<file path="config.mk">
export PLATFORM = sky130hd
export DESIGN_NAME = flag_cond_eval
export DESIGN_NICKNAME = d
export VERILOG_FILES = /design/src/rtl/flag_cond_eval.sv
export SDC_FILE = /design/constraint.sdc
export NUM_CORES = 1
export LEC_CHECK = 0
export BUFFER_PORTS_ARGS = -buffer_cell sky130_fd_sc_hd__buf_2
export CORE_MARGIN = 1
export CORE_UTILIZATION = 47
export DETAILED_ROUTE_END_ITERATION = 6
export GPL_TIMING_DRIVEN = 0
export PLACE_DENSITY = 0.72
export SYNTH_ARGS = -nofsm -noshare
export SYNTH_HDL_FRONTEND = slang
export SYNTH_SLANG_ARGS = --single-unit
</file>
<file path="constraint.sdc">
create_clock -name clk -period 1.9 [get_ports clk]
set_clock_uncertainty 0.1 [all_clocks]
set_input_delay 0.095 -clock clk [delete_from_list [all_inputs] [get_ports clk]]
set_output_delay 0.095 -clock clk [all_outputs]
set_load 0.05 [all_outputs]
</file>
<file path="src/rtl/flag_cond_eval.sv">
// ---------------------------------------------------------------------------
// flag_cond_eval
//
// Purpose:
//   Consumer side of the ALU status-flag path. Captures the Z/O/C/N flags
//   that come with each ALU result into an architectural flag register. It
//   evaluates 4-bit branch/predicate condition codes against those flags and
//   returns a taken/not-taken decision over a registered valid/ready
//   response channel.
//
// Parameters:
//   BYPASS       1: a request accepted in the same cycle as flag_we sees the
//                incoming flags. 0: requests always see the registered flags.
//   RESET_FLAGS  reset value of the flag register, ordered {n,z,c,o}.
//
// Ports:
//   clk, reset            rising-edge clock, synchronous active-high reset
//   flag_we               load {n_in,z_in,c_in,o_in} into the flag register
//   z_in/o_in/c_in/n_in   zero / signed overflow / carry / negative from ALU
//   req_valid, req_cond   condition evaluation request and 4-bit code
//   req_ready             a request can be accepted this cycle
//   rsp_valid, rsp_taken  registered decision; rsp_taken is meaningful only
//                         while rsp_valid is high
//   rsp_ready             consumer accepts the response
//   flags_out             registered flags {n,z,c,o}
//   eval_count            accepted requests whose result was taken (wraps)
//   o_state               debug view of the response FSM (0 IDLE, 1 RESP)
//   flag_save, flag_restore  only with FLAG_SHADOW_EN (see below)
//
// Handshake:
//   A transfer happens on a channel in any cycle where both its valid and
//   its ready are high at the rising edge. A valid that is not matched by
//   ready is not remembered: the requester keeps req_valid/req_cond stable
//   until it sees req_ready. rsp_valid/rsp_taken stay stable until
//   rsp_ready is seen.
//
// Optional feature (macro FLAG_SHADOW_EN):
//   Adds flag_save/flag_restore and a 4-bit shadow register. Save copies the
//   registered flags into the shadow. Restore loads the flag register from
//   the shadow and overrides flag_we. Save together with restore swaps the
//   two registers. The bypass path only ever forwards ALU inputs, so
//   restored values become visible to evaluation one cycle later.
// ---------------------------------------------------------------------------
module flag_cond_eval #(
  parameter bit         BYPASS      = 1'b1,
  parameter logic [3:0] RESET_FLAGS = 4'b0000
) (
  input  logic        clk,
  input  logic        reset,
  input  logic        flag_we,
  input  logic        z_in,
  input  logic        o_in,
  input  logic        c_in,
  input  logic        n_in,
  input  logic        req_valid,
  input  logic [3:0]  req_cond,
  output logic        req_ready,
  output logic        rsp_valid,
  output logic        rsp_taken,
  input  logic        rsp_ready,
  output logic [3:0]  flags_out,
  output logic [15:0] eval_count,
`ifdef FLAG_SHADOW_EN
  input  logic        flag_save,
  input  logic        flag_restore,
`endif
  output logic        o_state
);

  typedef enum logic {
    IDLE = 1'b0,
    RESP = 1'b1
  } state_t;

  state_t      r_state;
  state_t      w_state_next;
  logic [3:0]  r_flags;
  logic        r_rsp_taken;
  logic [15:0] r_eval_count;
  logic [3:0]  w_flags_in;
  logic [3:0]  w_eff_flags;
  logic        w_accept;
  logic        w_result;

`ifdef FLAG_SHADOW_EN
  logic [3:0]  r_shadow;
`endif

  // Flag vectors are packed {n,z,c,o}.
  function automatic logic cond_eval(input logic [3:0] cond, input logic [3:0] f);
    logic n, z, c, o;
    n = f[3];
    z = f[2];
    c = f[1];
    o = f[0];
    case (cond)
      4'd0:    cond_eval = z;
      4'd1:    cond_eval = !z;
      4'd2:    cond_eval = c;
      4'd3:    cond_eval = !c;
      4'd4:    cond_eval = n;
      4'd5:    cond_eval = !n;
      4'd6:    cond_eval = o;
      4'd7:    cond_eval = !o;
      4'd8:    cond_eval = c & !z;
      4'd9:    cond_eval = !c | z;
      4'd10:   cond_eval = (n == o);
      4'd11:   cond_eval = (n != o);
      4'd12:   cond_eval = !z & (n == o);
      4'd13:   cond_eval = z | (n != o);
      4'd14:   cond_eval = 1'b1;
      default: cond_eval = 1'b0;
    endcase
  endfunction

  assign w_flags_in  = {n_in, z_in, c_in, o_in};
  assign w_eff_flags = (BYPASS && flag_we) ? w_flags_in : r_flags;
  assign w_result    = cond_eval(req_cond, w_eff_flags);

  // A pending response that is being consumed this cycle frees the slot,
  // so back-to-back requests flow at one per cycle.
  assign rsp_valid  = (r_state == RESP);
  assign req_ready  = !rsp_valid | rsp_ready;
  assign w_accept   = req_valid & req_ready;

  assign rsp_taken  = r_rsp_taken;
  assign flags_out  = r_flags;
  assign eval_count = r_eval_count;
  assign o_state    = r_state;

  // Next-state logic for the response FSM.
  always_comb begin
    w_state_next = r_state;
    case (r_state)
      IDLE: begin
        if (w_accept) w_state_next = RESP;
      end
      RESP: begin
        if (rsp_ready && !w_accept) w_state_next = IDLE;
      end
      default: w_state_next = IDLE;
    endcase
  end

  always_ff @(posedge clk) begin
    if (reset) begin
      r_state <= IDLE;
    end else begin
      r_state <= w_state_next;
    end
  end

  // Response data. This register only loads on acceptance, so a stalled
  // response is frozen no matter how the flags change meanwhile.
  always_ff @(posedge clk) begin
    if (reset) begin
      r_rsp_taken  <= 1'b0;
      r_eval_count <= 16'd0;
    end else if (w_accept) begin
      r_rsp_taken <= w_result;
      if (w_result) r_eval_count <= r_eval_count + 16'd1;
    end
  end

`ifdef FLAG_SHADOW_EN
  always_ff @(posedge clk) begin
    if (reset) begin
      r_flags  <= RESET_FLAGS;
      r_shadow <= RESET_FLAGS;
    end else begin
      // The shadow takes the flags as they were before any restore, which
      // makes save + restore in one cycle a swap.
      if (flag_save) r_shadow <= r_flags;
      if (flag_restore) begin
        r_flags <= r_shadow;
      end else if (flag_we) begin
        r_flags <= w_flags_in;
      end
    end
  end
`else
  always_ff @(posedge clk) begin
    if (reset) begin
      r_flags <= RESET_FLAGS;
    end else if (flag_we) begin
      r_flags <= w_flags_in;
    end
  end
`endif

endmodule
</file>
==> flow_summary.ini, run 1 <==
[floorplanning]
num_rows = 19
start_util_pct = 49.8
die_h_microns = 56.0
design.die.area_sq_um = 3140
pin_count = 37
fp.dieW_microns = 56.0
fp.coreArea_sq_um = 2760

[power_and_ir_drop]
pwr-share-comb_pct = 27.2
p_clk_share_pct = 22.4
leakagePower_nw = 0.799
ir_worst_vdd_mv = 0.471
p_switching_uw = 317
powerDensity_nw_per_um2 = 529
seqPwrFrac_pct = 50.5
switching_share_pct = 33.1
p_int_uw = 641

[clock_network]
cts_made_buffers = 3
clkLatencyLatePin_ps = 310
clockBufferDepth = 2
cts_tree = yes
cts_max_level = 1
clock-sinks = 22
clock-root-buffer = clkbuf_4
clk_pin_slew_worst_paths_ps = 120

[global_route]
antenna_found_initial = 0
first_global_vias = 1312
grt_overflow = 0
grt_pass1_wl_mm = 5.69
grt.total_usage_pct = 22.8
grt_max_degree = 12

[min_path]
min_from = z_in
min_to = flags_out[2]
hp-class = in -> reg
holdPathStages = 3

[placement]
place_area_sq_um = 1650
numPortBuffers = 35
dp_hpwl_mm = 2.44
place.gp.congestion = 0.863

[worst_setup_path]
arrival_ps = 2340
reg2reg_slack_ps = -330
max_stage_delay_ps = 480
worstSetupEndpointType = flop
worstPathRequired_ps = 2010
crit_path_start_kind = flop
path_cells = mux4_2 > a21o_1 > a31o_1 > o311a_4 > buf_12 > a21oi_2 > mux2_4
critical_path_class = reg -> reg
critPathSlowestCell = mux4_2
cp_top_family = multiplexers
reg2reg_from = flags_out[3]
reg2reg_depth = 7
timing.rr.end = eval_count[5]
path_buf_inv = 1
critPathMaxFanout = 10

[layout]
utilization_pct = 65.7
syn2layout_area_growth_pct = 31.9
most-common-layout-cells = 36 x buf_2, 22 x nor2_1, 16 x nor2b_1, 14 x dfxtp_1, 9 x mux2_4
final_area_sq_um = 1810
final_common_cell = buf_2
antenna_cells = 0
drive_above_1_share_pct = 40.7
final_nets = 220
nFillCells = 236

[sta]
final_max_slew_viol_count = 0
fmax_mhz = 448
final_hold_viol_count = 1
worst_slack_ps = -334
fin_hold_ws_ps = -17.2
finalSetupViolations = 17
period_minus_slack_ps = 2230
fin_crit_sh_pct = 118
slew-limit-headroom_pct = 68.8
worst_slew_pin_slew_ps = 468
rsz0062_at_grt = true

[logic_synthesis]
synth_edf_count = 0
synthesis.instances = 161
synthesis.nets = 175
synthArstFlopShare_pct = 0
synth-seq-area-share_pct = 32.1
synth_top_area_share_pct = 32.1
yosysUniqueCellTypes = 41
ys_warn_count = 0
synth_flop_cell = dfxtp_1
syn_area_per_cell_sq_um = 8.53
yosysTopAreaCell = dfxtp_1
yosys-top-cells-area = dfxtp_1 32%, mux2_1 9.8%, nor2b_1 7.3%
synthesis.area_sq_um = 1370
synth-seq-cells = 22

[detailed_routing]
drtIter0Drc = 88
wirelength_mm = 3.50
drt-wirelength-per-cell_microns = 14.9
num_vias = 1366
firstDrtPassIters = 4
route.detailed.drc = 0
ant_nets = 0
vias_per_cell = 5.81

[flow_run]
maxCapViolations = 0

[status]
violations = hold timing, setup timing
status = finished, violations left
[cell usage after synthesis, types with 3 or more instances]
cell type   n
nand2_1     8
clkbuf_1    3
inv_1       3
mux2i_1     6
nor2b_1    16
nand3_1     5
and3_1      3
mux2_1     12
nand2b_1    5
a21oi_1    12
dfxtp_1    22
nor2_1     22
nand4_1     6
a211oi_1    4
[how the worst max path moves through the flow]
stage                     cells past startpoint  slack, ps             end         start
final                                         7       -330   eval_count[5]  flags_out[3]
after global routing                          6       -390   eval_count[7]  flags_out[2]
after CTS                                     7       -330   eval_count[9]  flags_out[2]
after detailed placement                      7       -470  eval_count[12]  flags_out[3]
after global placement                        7       -380   eval_count[6]  flags_out[3]
after floorplan                               7       -270   eval_count[5]  flags_out[3]
[registers in the layout (all words and copies together), names as in the netlist]
name        count
eval_count     16
rsp_taken       1
o_state         1
flags_out       4
[per-layer routing]
metal	wire, microns	global-route usage, %	vias to the layer above
li1	-	-	663
met1	1470	25.5	653
met2	1810	41.2	38
met3	125	3.49	12
met4	93	12.2	0
met5	0	0	-
[cells by family (layout without fill, tap and decap cells)]
logic type	after synthesis	count (layout)	share of synthesized area [%]
flip-flops	22	22	32.1
buffers and inverters	12	55	4.83
adder cells (fa/ha/maj)	1	1	0.911
AO/OA/AOI/OAI	28	28	14.3
multiplexers	21	21	17.5
XOR/XNOR	2	2	1.28
AND/OR/NAND/NOR	75	75	29.1
[metrics by stage]
stage / hold slack [ps] / power [mW] / std cells / worst slack (ps) / setup TNS, ps
after floorplan: 124 / 0.663 / 161 / -266 / -3740
final: -17.2 / 0.958 / 235 / -334 / -4670
after global placement: 246 / 0.715 / 227 / -383 / -5090
after global routing: 30.0 / 0.999 / 235 / -386 / -5810
after CTS: 1.34 / 0.944 / 234 / -326 / -4690
after detailed placement: 258 / 0.722 / 227 / -469 / -6150
[area by class of cell]
type | count | area (sq um) | share of cell area [%]
multi-input cells | 127 | 993 | 54.9
flip-flops and latches | 22 | 455 | 25.2
repair buffers | 40 | 223 | 12.3
plain buffers | 9 | 66.3 | 3.66
well taps | 31 | 38.8 | 2.14
clock buffers | 3 | 22.5 | 1.24
inverters | 3 | 11.3 | 0.622
[power groups by stage]
stage / Combinational, mW / Clock, mW / Sequential [mW]
finish: 0.260 / 0.214 / 0.483
global route: 0.277 / 0.236 / 0.486
CTS: 0.244 / 0.217 / 0.483
detailed placement: 0.228 / 0 / 0.494
global placement: 0.222 / 0 / 0.493
floorplan: 0.128 / 0 / 0.535
[worst register-to-register path: cells and delay by family (launching register included)]
family / cells / cell delay (ps)
AOI/OAI and AO/OA: 4 / 690
buffers and inverters: 1 / 180
DFF: 1 / 370
muxes: 2 / 790
[timing repair]
action                     CTS  global route
resized for setup           14             7
hold buffers                 4             0
buffers inserted             0             1
setup endpoints to repair   17            17
pin swaps                    0             1
hold endpoints to repair     2             0
(Power assumes the default switching activity.)
==> run 2, diff against run 1 <==
- PLACE_DENSITY: 0.72 -> 0.75
==> run 2 against run 1 <==
- critical endpoint is now eval_count[13]
- largest power group unchanged
- the flow finishes with violations (setup timing)
- critical path depth did not move
- cell count rose by 1.3%
- setup slack better by 29 ps
- count of clock-buffer cells in the layout increased by 1
==> flow_summary.ini, run 2 (synthesized netlist as in run 1, its figures left out) <==
[layout]
regArea_sq_um = 455
antenna_cells = 0
syn2layout_area_growth_pct = 34.1
final_nets = 222
most-common-layout-cells = 36 x buf_2, 22 x nor2_1, 16 x nor2b_1, 14 x dfxtp_1
largest_reg_flops = 16
final_common_cell = buf_2
drive_above_1_share_pct = 40.6
utilization_pct = 66.7
fin_cells = 238
multi_input_area_sq_um = 981
nFillCells = 225

[power_and_ir_drop]
pwr-share-comb_pct = 25.0
switching_share_pct = 30.6
leakagePower_nw = 0.817
p_int_uw = 734
powerDensity_nw_per_um2 = 575
ir_worst_vdd_mv = 0.486
seqPwrFrac_pct = 45.8
p_clk_share_pct = 29.2
p_switching_uw = 324
finalPower_mw = 1.06

[sta]
period_minus_slack_ps = 2200
finalSetupViolations = 17
worst_slack_ps = -304
final_hold_viol_count = 0
slew-limit-headroom_pct = 70.2
tns_ps = -4400
fmax_mhz = 454
fin_hold_ws_ps = 10.3
rsz0062_at_grt = true
fin_crit_sh_pct = 116
final_max_slew_viol_count = 0
worst_slew_pin_slew_ps = 445

[worst_setup_path]
worstPathRequired_ps = 2010
reg2reg_depth = 7
cp-startpoint = flags_out[3]
reg2reg_from = flags_out[3]
arrival_ps = 2320
worstSetupEndpointType = flop
timing.rr.end = eval_count[13]
critPathMaxFanout = 10
crit_path_start_kind = flop
critical_path_class = reg -> reg
reg2reg_slack_ps = -300

[floorplanning]
pin_count = 37
fp.dieW_microns = 56.0
design.die.area_sq_um = 3140
die_h_microns = 56.0
fp.coreArea_sq_um = 2760
start_util_pct = 49.8
num_rows = 19

[global_route]
busiest_layer = met2
grt_overflow = 0
gr-usage-met1_pct = 29.4
grt_max_degree = 14
first_global_vias = 1276
grt.total_usage_pct = 22.2
grt_pass1_wl_mm = 5.69
use_met3_pct = 2.79
antenna_found_initial = 0
grtUsageMet2_pct = 38.1

[clock_network]
clock-sinks = 22
cts_max_level = 1
clock-root-buffer = clkbuf_4
clkLatencyLatePin_ps = 310
clockBufferDepth = 2
cts_made_buffers = 3
clk_pin_slew_worst_paths_ps = 120
cts_tree = yes

[min_path]
hp-class = in -> reg
min_to = flags_out[1]
holdPathStages = 3
min_from = c_in

[placement]
numPortBuffers = 35
dp.cells = 227
place.gp.congestion = 0.790
dp_hpwl_mm = 2.39

[status]
violations = setup timing
status = finished, violations left

[detailed_routing]
num_vias = 1352
drtIter0Drc = 44
route.detailed.drc = 0
ant_nets = 0
vias_per_cell = 5.68
firstDrtPassIters = 4
drt-wirelength-per-cell_microns = 14.4
wirelength_mm = 3.43

[flow_run]
maxCapViolations = 0
==> run 2: cell types whose count changed in the layout (fill, tap and decap cells not counted) <==
cell	before	now
clkbuf_16	0	1
mux2i_1	6	5
mux2i_2	0	1
mux2_4	9	8
buf_4	3	4
a21oi_4	3	2
dlygate4sd3_1	4	5
a22oi_1	1	2
a21oi_2	7	8
a22oi_2	1	0
mux2_1	3	4
==> run 2: routing by layer <==
layer  share of wire, %  wire, microns  vias to the layer above
li1                   -              -                      671
met1                 47           1630                      640
met2                 47           1620                       39
met3                4.4            151                        2
met4               0.79             27                        0
met5                  0              0                        -
==> run 2: worst max path at each step <==
stage,endpoint,slack (ps),cells past startpoint
after global routing,eval_count[5],-360,7
after global placement,eval_count[5],-360,7
after CTS,eval_count[12],-300,7
after floorplan,eval_count[5],-270,7
after detailed placement,eval_count[4],-400,7
final,eval_count[13],-300,7
==> run 2: critical path, stage by stage (launching register included) <==
cell	delay, ps
dfxtp_4	370
mux4_2	480
a21o_1	170
a31o_1	190
o311a_4	160
buf_12	170
a21oi_4	160
mux2_4	310
==> run 2: area by class of cell <==
| type | instances | area share [%] |
|---|---|---|
| Multi-Input combinational cell | 127 | 53.3 |
| Sequential cell | 22 | 24.7 |
| Timing Repair Buffer | 42 | 13.1 |
| Buffer | 9 | 3.60 |
| Clock buffer | 4 | 2.58 |
| Tap cell | 31 | 2.11 |
| Inverter | 3 | 0.612 |
==> run 2: power groups by stage <==
stage          Clock, mW  Combinational [mW]  Sequential [mW]
5_1_grt            0.334               0.282            0.487
4_1_cts            0.317               0.257            0.484
2_1_floorplan          0               0.128            0.535
3_5_place_dp           0               0.227            0.494
6_report           0.309               0.265            0.484
3_3_place_gp           0               0.220            0.493
==> run 2: repair_timing <==
action	CTS	global route
pin swaps	1	0
buffers inserted	2	0
hold endpoints to repair	3	0
hold buffers	5	0
resized for setup	15	4
endpoints found under the setup margin	17	17
==> run 2: per-stage QoR <==
step,cell area (sq um),worst slack [ps]
6_report,1840,-304
5_1_grt,1840,-362
4_1_cts,1820,-299
3_5_place_dp,1650,-403
3_3_place_gp,1650,-363
2_1_floorplan,1430,-266
==> run 3, diff against run 2 <==
- ABC_AREA: not set -> 1
- CORE_UTILIZATION: 47 -> 46
==> run 3 against run 2 <==
- the flow now finishes without violations
- final area is 14% lower
- synthesized cell count increased by 37%
- die area is 2.6% lower
- clock power is 17% lower
- non-clock buffer count fell by 8
- critical path depth up 2
- core utilization fell by 5.4 points
- cell count up 23%
- flip-flop and latch count unchanged
- count of clock-buffer cells in the layout is the same
==> flow_summary.ini, run 3 <==
[placement]
numPortBuffers = 36
place.gp.congestion = 0.797
dp_hpwl_mm = 2.26
dp.cells = 287

[sta]
period_minus_slack_ps = 1710
rsz0062_at_grt = false
finalSetupViolations = 0
fmax_mhz = 585
slew-limit-headroom_pct = 80.3
fin_crit_sh_pct = 90.0
worst_slew_pin_slew_ps = 295
final_hold_viol_count = 0
tns_ps = 0
fin_hold_ws_ps = 46.1
final_max_slew_viol_count = 0

[logic_synthesis]
yosysMostFrequentCell = nand2_1
yosysUniqueCellTypes = 17
syn_area_per_cell_sq_um = 5.92
synthesis.area_sq_um = 1310
yosys-top-cells-area = dfxtp_1 34%, nand2_1 20%, nor2_1 11%
synthArstFlopShare_pct = 0
synth_common_cells = 68 x nand2_1, 39 x nor2_1, 28 x nand3_1
synth-seq-cells = 22
synth_top_area_share_pct = 33.7
ys_warn_count = 0
synth_edf_count = 0
synth-seq-area-share_pct = 33.7
synth_flop_cell = dfxtp_1
yosysTopAreaCell = dfxtp_1
synthesis.instances = 221
synthesis.nets = 235

[power_and_ir_drop]
p_switching_uw = 316
p_int_uw = 670
seqPwrFrac_pct = 49.2
switching_share_pct = 32.0
p_clk_share_pct = 25.9
ir_worst_vdd_mv = 0.522
pwr-share-comb_pct = 24.9
powerDensity_nw_per_um2 = 621
leakagePower_nw = 0.839

[layout]
syn2layout_area_growth_pct = 21.4
multi_input_area_sq_um = 733
fin_cells = 293
most-common-layout-cells = 67 x nand2_1, 39 x nor2_1, 37 x buf_2, 28 x nand3_1, 24 x inv_1
final_common_cell = nand2_1
final_nets = 278
drive_above_1_share_pct = 20.5
nFillCells = 271
largest_reg_flops = 16
antenna_cells = 0
regArea_sq_um = 444

[detailed_routing]
route.detailed.drc = 0
firstDrtPassIters = 4
num_vias = 1437
ant_nets = 0
wirelength_mm = 2.96
vias_per_cell = 4.90
drtIter0Drc = 66
drt-wirelength-per-cell_microns = 10.1

[clock_network]
cts_max_level = 1
clk_pin_slew_worst_paths_ps = 120
clock-root-buffer = clkbuf_4
clkLatencyLatePin_ps = 300
clockBufferDepth = 2
cts_resized = 0
cts_made_buffers = 3
cts_tree = yes
clock-sinks = 22

[status]
status = completed

[worst_setup_path]
worstPathRequired_ps = 2050
critPathSlowestCell = dfxtp_2
critical_path_class = reg -> reg
crit_path_start_kind = flop
worstSetupEndpointType = flop
arrival_ps = 1860
path_cells = nand2_2 > nand2_1 > nor2_1 > nand2_1 > nor2_1 > nand2_1 > nor3_1 > a21oi_1 > nor2_1
critPathMaxFanout = 9
max_stage_delay_ps = 350

[floorplanning]
fp.coreArea_sq_um = 2590
die_h_microns = 55.3
fp.dieW_microns = 55.3
design.die.area_sq_um = 3060
pin_count = 37
num_rows = 18
start_util_pct = 50.5

[flow_run]
maxCapViolations = 0

[global_route]
grt.total_usage_pct = 20.1
grt_pass1_wl_mm = 5.02
grt_max_degree = 13
grt_overflow = 0
first_global_vias = 1161
antenna_found_initial = 0

[min_path]
hp-class = in -> reg
-- run 3: cell types whose count changed in the layout (fill, tap and decap cells not counted), moves of 5 or more --
cell     change
inv_1       +21
nor2_1      +17
nand3_1     +23
nor2b_1     -16
nand2_1     +59
a21oi_1     +18
dfxtp_1      +5
mux2_4       -8
mux2i_1      -5
a21oi_2      -8
-- run 3: routing by layer --
metal | routed length (microns) | track usage, %
met1 | 1600 | 29.3
met2 | 1200 | 29.1
met3 | 148 | 4.92
met4 | 16 | 6.07
met5 | 0 | 0
-- run 3: per-stage QoR --
stage          utilization, %  power (mW)  worst slack (ps)  instance area [sq um]
2_1_floorplan               -       0.675              25.6                   1310
3_3_place_gp             59.1       0.736               246                   1530
3_5_place_dp             59.1       0.737               230                   1530
4_1_cts                  61.3       0.998               177                   1590
5_1_grt                  61.3        1.04              14.4                   1590
6_report                 61.3       0.986               190                   1590
-- run 3: power groups by stage --
stage,clock (mW),sequential (mW),combinational [mW]
after floorplan,0,0.539,0.136
after global placement,0,0.495,0.241
after detailed placement,0,0.495,0.242
after CTS,0.267,0.485,0.245
after global routing,0.286,0.487,0.269
final,0.256,0.485,0.245
-- run 3: cell type report --
| cell class | instances | share of cell area (%) |
|---|---|---|
| timing repair buffer | 38 | 12.6 |
| tap | 30 | 2.36 |
| buffer | 5 | 2.68 |
| inverter | 25 | 5.91 |
| clock buffer | 4 | 2.29 |
| multi-input combinational | 169 | 46.2 |
| sequential | 22 | 28.0 |
-- run 3: kinds of logic (layout without fill, tap and decap cells) --
| kind of cell | after synthesis | in the layout | share of synthesized area [%] |
|---|---|---|---|
| simple gates | 148 | 148 | 47.3 |
| flops | 22 | 22 | 33.7 |
| compound gates | 20 | 20 | 7.66 |
| fa+ha+maj | 1 | 1 | 0.957 |
| buf+inv | 30 | 72 | 10.4 |
-- run 3: what timing repair did --
item | 4_1_cts | 5_1_grt
hold endpoints to repair | 6 | 0
setup buffers | 0 | 0
hold buffers | 2 | 0
-- run 3: path summary, 6_finish.rpt --
kind,startpoint,endpoint,slack (ps),cells past startpoint
setup / recovery,o_state,eval_count[14],190,9
hold / removal,c_in,flags_out[1],50,3
setup reg to reg,o_state,eval_count[14],190,9
hold reg to reg,rsp_taken,rsp_taken,380,2
-- run 3: critical path: cells and delay by family, from the launching register on --
kind	cells	cell delay [ps]
simple gates	8	1120
compound gates	1	90
flops	1	350
